==> src/rtl/qs_enq_nbnk.sv <==
// Multi-bank sorter enqueue stage: frames from a vld/rdy stream are written
// into a ring of N-entry banks, and filled banks are offered to the sort stage
// in strict ring order. Over-length frames are truncated and flagged.
module qs_enq_nbnk #(
  parameter int W     = 32,
  parameter int N     = 16,
  parameter int BANKS = 2,
  localparam int AW   = $clog2(N),
  localparam int BW   = $clog2(BANKS)
) (
  input  logic          clk,
  input  logic          rst,
  input  logic          in_vld,
  input  logic          in_sop,
  input  logic          in_eop,
  input  logic [W-1:0]  in_dat,
  output logic          in_rdy,
  output logic          wr_en_r,
  output logic [BW-1:0] wr_bnk_r,
  output logic [AW-1:0] wr_addr_r,
  output logic [W-1:0]  wr_dat_r,
  output logic          bnk_rdy_vld_r,
  output logic [BW-1:0] bnk_rdy_idx_r,
  output logic [AW:0]   bnk_rdy_len_r,
  output logic          bnk_rdy_err_r,
  input  logic          bnk_rdy_ack,
  input  logic          bnk_done,
  input  logic [BW-1:0] bnk_done_idx
);

  typedef enum logic [1:0] {S_IDLE, S_FILL, S_DROP} fsm_t;
  typedef enum logic [1:0] {B_FREE, B_FILL, B_READY, B_OWNED} bst_t;

  localparam logic [AW:0] NL = (AW+1)'(N);

  fsm_t          state, state_nx;
  bst_t          bst [BANKS];
  logic [AW:0]   blen [BANKS];
  logic          berr [BANKS];
  logic [BW-1:0] fill_ptr, offer_ptr;
  logic [AW:0]   cnt, cnt_nx;
  logic          ferr, ferr_nx;
  logic          acc, take, wr, alloc, close, cerr;
  logic [AW-1:0] waddr;
  logic [AW:0]   clen;

  // Outside IDLE everything is accepted; in IDLE only a SOP needs a free bank,
  // so stray non-SOP beats always drain.
  assign in_rdy = (state != S_IDLE) | ~in_sop | (bst[fill_ptr] == B_FREE);
  assign acc    = in_vld & in_rdy;
  assign take   = bnk_rdy_vld_r & bnk_rdy_ack;

  // Frame FSM next state and per-beat write/close decisions
  always_comb begin
    state_nx = state;
    cnt_nx   = cnt;
    ferr_nx  = ferr;
    wr       = 1'b0;
    waddr    = '0;
    alloc    = 1'b0;
    close    = 1'b0;
    clen     = '0;
    cerr     = 1'b0;
    case (state)
      S_IDLE: begin
        if (acc && in_sop) begin
          wr      = 1'b1;
          alloc   = 1'b1;
          cnt_nx  = (AW+1)'(1);
          ferr_nx = 1'b0;
          if (in_eop) begin
            close = 1'b1;
            clen  = (AW+1)'(1);
          end else begin
            state_nx = S_FILL;
          end
        end
      end
      S_FILL: begin
        if (acc) begin
          wr    = 1'b1;
          waddr = cnt[AW-1:0];
          if (in_sop) ferr_nx = 1'b1;
          if (in_eop) begin
            close    = 1'b1;
            clen     = cnt + 1'b1;
            cerr     = ferr | in_sop;
            state_nx = S_IDLE;
          end else if (cnt == NL - 1'b1) begin
            // Bank is full without EOP: close it now and drop the tail.
            close    = 1'b1;
            clen     = NL;
            cerr     = 1'b1;
            state_nx = S_DROP;
          end else begin
            cnt_nx = (cnt == NL) ? cnt : cnt + 1'b1;
          end
        end
      end
      S_DROP: begin
        if (acc && in_eop) state_nx = S_IDLE;
      end
      default: state_nx = S_IDLE;
    endcase
  end

  // Frame FSM, beat counter, error latch and ring pointers
  always_ff @(posedge clk or negedge rst) begin
    if (!rst) begin
      state     <= S_IDLE;
      cnt       <= '0;
      ferr      <= 1'b0;
      fill_ptr  <= '0;
      offer_ptr <= '0;
    end else begin
      state <= state_nx;
      cnt   <= cnt_nx;
      ferr  <= ferr_nx;
      if (close) fill_ptr  <= (fill_ptr == BW'(BANKS-1)) ? '0 : fill_ptr + 1'b1;
      if (take)  offer_ptr <= (offer_ptr == BW'(BANKS-1)) ? '0 : offer_ptr + 1'b1;
    end
  end

  // Per-bank ownership; close, ack and done always hit banks in distinct states
  always_ff @(posedge clk or negedge rst) begin
    if (!rst) begin
      for (int b = 0; b < BANKS; b++) begin
        bst[b]  <= B_FREE;
        blen[b] <= '0;
        berr[b] <= 1'b0;
      end
    end else begin
      for (int b = 0; b < BANKS; b++) begin
        if (alloc && fill_ptr == BW'(b)) bst[b] <= B_FILL;
        if (close && fill_ptr == BW'(b)) begin
          bst[b]  <= B_READY;
          blen[b] <= clen;
          berr[b] <= cerr;
        end
        if (take && offer_ptr == BW'(b)) bst[b] <= B_OWNED;
        if (bnk_done && bnk_done_idx == BW'(b) && bst[b] == B_OWNED) bst[b] <= B_FREE;
      end
    end
  end

  // Registered bank write port, one cycle behind the accepted beat
  always_ff @(posedge clk or negedge rst) begin
    if (!rst) begin
      wr_en_r   <= 1'b0;
      wr_bnk_r  <= '0;
      wr_addr_r <= '0;
      wr_dat_r  <= '0;
    end else begin
      wr_en_r <= wr;
      if (wr) begin
        wr_bnk_r  <= fill_ptr;
        wr_addr_r <= waddr;
        wr_dat_r  <= in_dat;
      end
    end
  end

  // Registered offer; drops for one cycle after each ack so the pointer settles
  always_ff @(posedge clk or negedge rst) begin
    if (!rst) begin
      bnk_rdy_vld_r <= 1'b0;
      bnk_rdy_idx_r <= '0;
      bnk_rdy_len_r <= '0;
      bnk_rdy_err_r <= 1'b0;
    end else begin
      bnk_rdy_vld_r <= ~take & (bst[offer_ptr] == B_READY);
      bnk_rdy_idx_r <= offer_ptr;
      bnk_rdy_len_r <= blen[offer_ptr];
      bnk_rdy_err_r <= berr[offer_ptr];
    end
  end

endmodule

==> config.mk <==
export PLATFORM = sky130hd
export DESIGN_NAME = qs_enq_nbnk
export DESIGN_NICKNAME = d
export VERILOG_FILES = /design/src/rtl/qs_enq_nbnk.sv
export SDC_FILE = /design/constraint.sdc
export NUM_CORES = 1
export LEC_CHECK = 0
export CAP_MARGIN = 20
export CORE_MARGIN = 2
export CORE_UTILIZATION = 40
export DETAILED_ROUTE_END_ITERATION = 10
export GPL_TIMING_DRIVEN = 0
export PLACE_DENSITY = 0.7
export SYNTH_ARGS = -nofsm -noshare
export SYNTH_HDL_FRONTEND = slang
export SYNTH_SLANG_ARGS = --single-unit
==> constraint.sdc <==
create_clock -name clk -period 2.6 [get_ports clk]
set_clock_uncertainty 0.15 [all_clocks]
set_input_delay 0.65 -clock clk [delete_from_list [all_inputs] [get_ports clk]]
set_output_delay 0.65 -clock clk [all_outputs]
set_load 0.05 [all_outputs]
==> metrics.cfg <==
[global_route]
antenna_found_initial = 0
grt-ovfl-total = 0
grt_max_degree = 71
grt_pass1_vias = 2312
grt.total_usage = 0.1648
grt_pass1_wl_um = 11380

[detailed_routing]
routed_wl_um = 6820
ant_nets = 0
vias = 2232
wire_per_inst_um = 15.33
firstDrtPassIters = 4
drt_iter0_drc = 54
drc = 0
vias_per_cell = 5.016

[clocking]
clkTransAtPathRegs_ns = 0.08
tritoncts = built
cts_root_buffer = clkbuf_8
clock_sinks = 72
clockBufferDepth = 2
cts_buffers = 9
htreeDepth = 3
clk_latency_ns = 0.34

[synth]
postSynthCellCount = 233
yosys-top-cells-area = dfrtp_1 (55%), mux2_4 (13%), mux2_2 (7.2%)
ys_warn_count = 0
ys_ff_latch = 72
syn_avg_cell_area_sq_um = 14.13
synth_top_area_share = 0.5473
synth_top_flop_cell = dfrtp_1
ys_async_sr_fraction = 1.000
synth_seq_area_share = 0.5473
synth_area_sq_um = 3292
synth_fp_nets = 276
yosysTopAreaCell = dfrtp_1
synth.distinct_cells = 54
synth_edf_count = 0

[layout]
fin_cells = 445
layout.cells.most_common = clkdlybuf4s50_1
area_growth_pct = 39.41
finalNetCount = 378
drive_above_1_share = 0.2735
fin_util = 0.5671
final_area_sq_um = 4589
final_cell_mix = clkdlybuf4s50_1 (83), dfrtp_1 (72), mux2_4 (29)
n_antenna_cell = 0

[critical_path]
required_ns = 1.80
critPathArrivalTime_ns = 1.68
crit_family = simple AND/OR/NAND/NOR gates
r2r_start = cnt[0]
cp_num_buf_inv = 3
slowest_stage = or3b_4
r2r-end = cnt[3]
start_kind = register
path_max_fanout = 10
cp-end-kind = output pin
reg2reg_slack_ns = 0.24
cpPeakStageDelay_ns = 0.42
rr_worst_depth = 7
crit_type = reg -> out
path_cells = clkbuf_8 -> or3b_4 -> nor3_4 -> inv_2 -> buf_6

[power_and_ir_drop]
combPwrFrac = 0.538
ir_drop_mv = 0.4963
clockPowerShare = 0.168
finalPower_mw = 6.350
power.density_nw_per_um2 = 1384
p_sw_frac = 0.4210
power.switching_mw = 2.673
p_seq_frac = 0.295
p_leak_nw = 2.022
internal_power_mw = 3.677

[floorplan]
core_sq_um = 8093
rows = 33
initial_core_util = 0.4068
die_h_um = 94.72
io_pins = 87
die_w_um = 94.72
die_area_sq_um = 8972

[timing]
fmax_ghz = 0.4025
tightestPinTransition_ns = 0.5648
fin_ws_ns = 0.1152
rsz0062_at_grt = false
finalCriticalPeriod_ns = 2.485
holdWs_ns = 0.3190
slew_viol_final = 0
fin_crit_sh = 0.9557
setup_viol = 0
hold_viol_final = 0
slew_headroom = 0.6200
tns_ns = 0

[placement]
pre_cts_ws_ns = -0.5320
port_buffers = 85
dp_cells = 424
placed_area_sq_um = 4299
hpwl_um = 4837
place.gp.congestion = 0.7880

[min_path]
worstHoldStart = offer_ptr
hold_path_end = bnk_rdy_idx_r
hold_class = reg -> reg
holdPathStages = 0

[outcome]
status = completed

[flow_run]
cap_violations = 0

-- routing by layer --
layer | wire [um] | GRT usage | vias up
met4 | 99 | 0.06159 | 0
li1 | - | - | 1050
met2 | 3089 | 0.2547 | 82
met1 | 3173 | 0.2242 | 1091
met5 | 0 | 0 | -
met3 | 458 | 0.04150 | 9
-- kinds of logic after synthesis --
family | after synthesis | synth area share
fa+ha+maj | 3 | 0.01140
compound gates | 36 | 0.08666
flops | 72 | 0.5473
simple gates | 45 | 0.09123
mux | 53 | 0.2136
buf+inv | 21 | 0.04180
xor+xnor | 3 | 0.007983
-- how the worst max path moves through the flow --
stage | depth (start not counted) | end | start
2_1_floorplan | 4 | in_rdy | in_sop
3_3_place_gp | 1 | wr_addr_r[1] | rst
3_5_place_dp | 5 | in_rdy | in_sop
4_1_cts | 5 | in_rdy | state[0]
5_1_grt | 7 | cnt[3] | cnt[0]
6_report | 5 | in_rdy | state[0]
-- area by class of cell --
type	instances	area, sq um
fillers	682	3503
flip-flops and latches	72	1802
multi-input cells	140	1359
repair buffers	91	917.1
well taps	105	131.4
clock buffers	10	127.6
clock inverters	6	115.1
plain buffers	13	105.1
inverters	8	32.53
-- registers in the layout, indices dropped and copies added, names as in the netlist, 2 cells and up --
| signal | cells |
|---|---|
| berr | 2 |
| blen | 10 |
| bnk_rdy_len_r | 5 |
| bst | 4 |
| cnt | 5 |
| state | 2 |
| wr_addr_r | 4 |
| wr_dat_r | 32 |
-- cells in the mapped netlist (3+ instances only) --
master    count
dfrtp_1      72
mux2_4       29
mux2_2       21
nor2_1       10
a21oi_1       8
a32o_1        6
inv_1         6
nand2_1       6
clkbuf_1      4
nand3_1       4
nor3b_1       4
o21ai_0       4
buf_2         3
buf_8         3
ha_1          3
o21a_1        3
-- timing repair --
item	in CTS	in global routing
setup buffers	2	2
resized for setup	7	1
hold buffers	1	0
hold endpoints to repair	2	0
pin swaps	1	2
endpoints found under the setup margin	1	2
-- power by group through the flow --
stage / logic [mW] / registers (mW) / clock network [mW]
after global placement: 3.38 / 1.87 / 0
after floorplan: 1.24 / 3.03 / 0
after global routing: 3.61 / 1.94 / 1.15
after CTS: 3.43 / 1.87 / 1.10
final: 3.42 / 1.87 / 1.06
after detailed placement: 3.39 / 1.89 / 0
-- worst register-to-register path, cell delays in order, from the launching register on --
cell and delay [ns]:
dfrtp_1 0.41, ha_1 0.27, and3_1 0.20, ha_1 0.23
nor3b_1 0.20, o21ai_1 0.17, nor3_4 0.27, mux2_1 0.34
(Power assumes the default switching activity.)
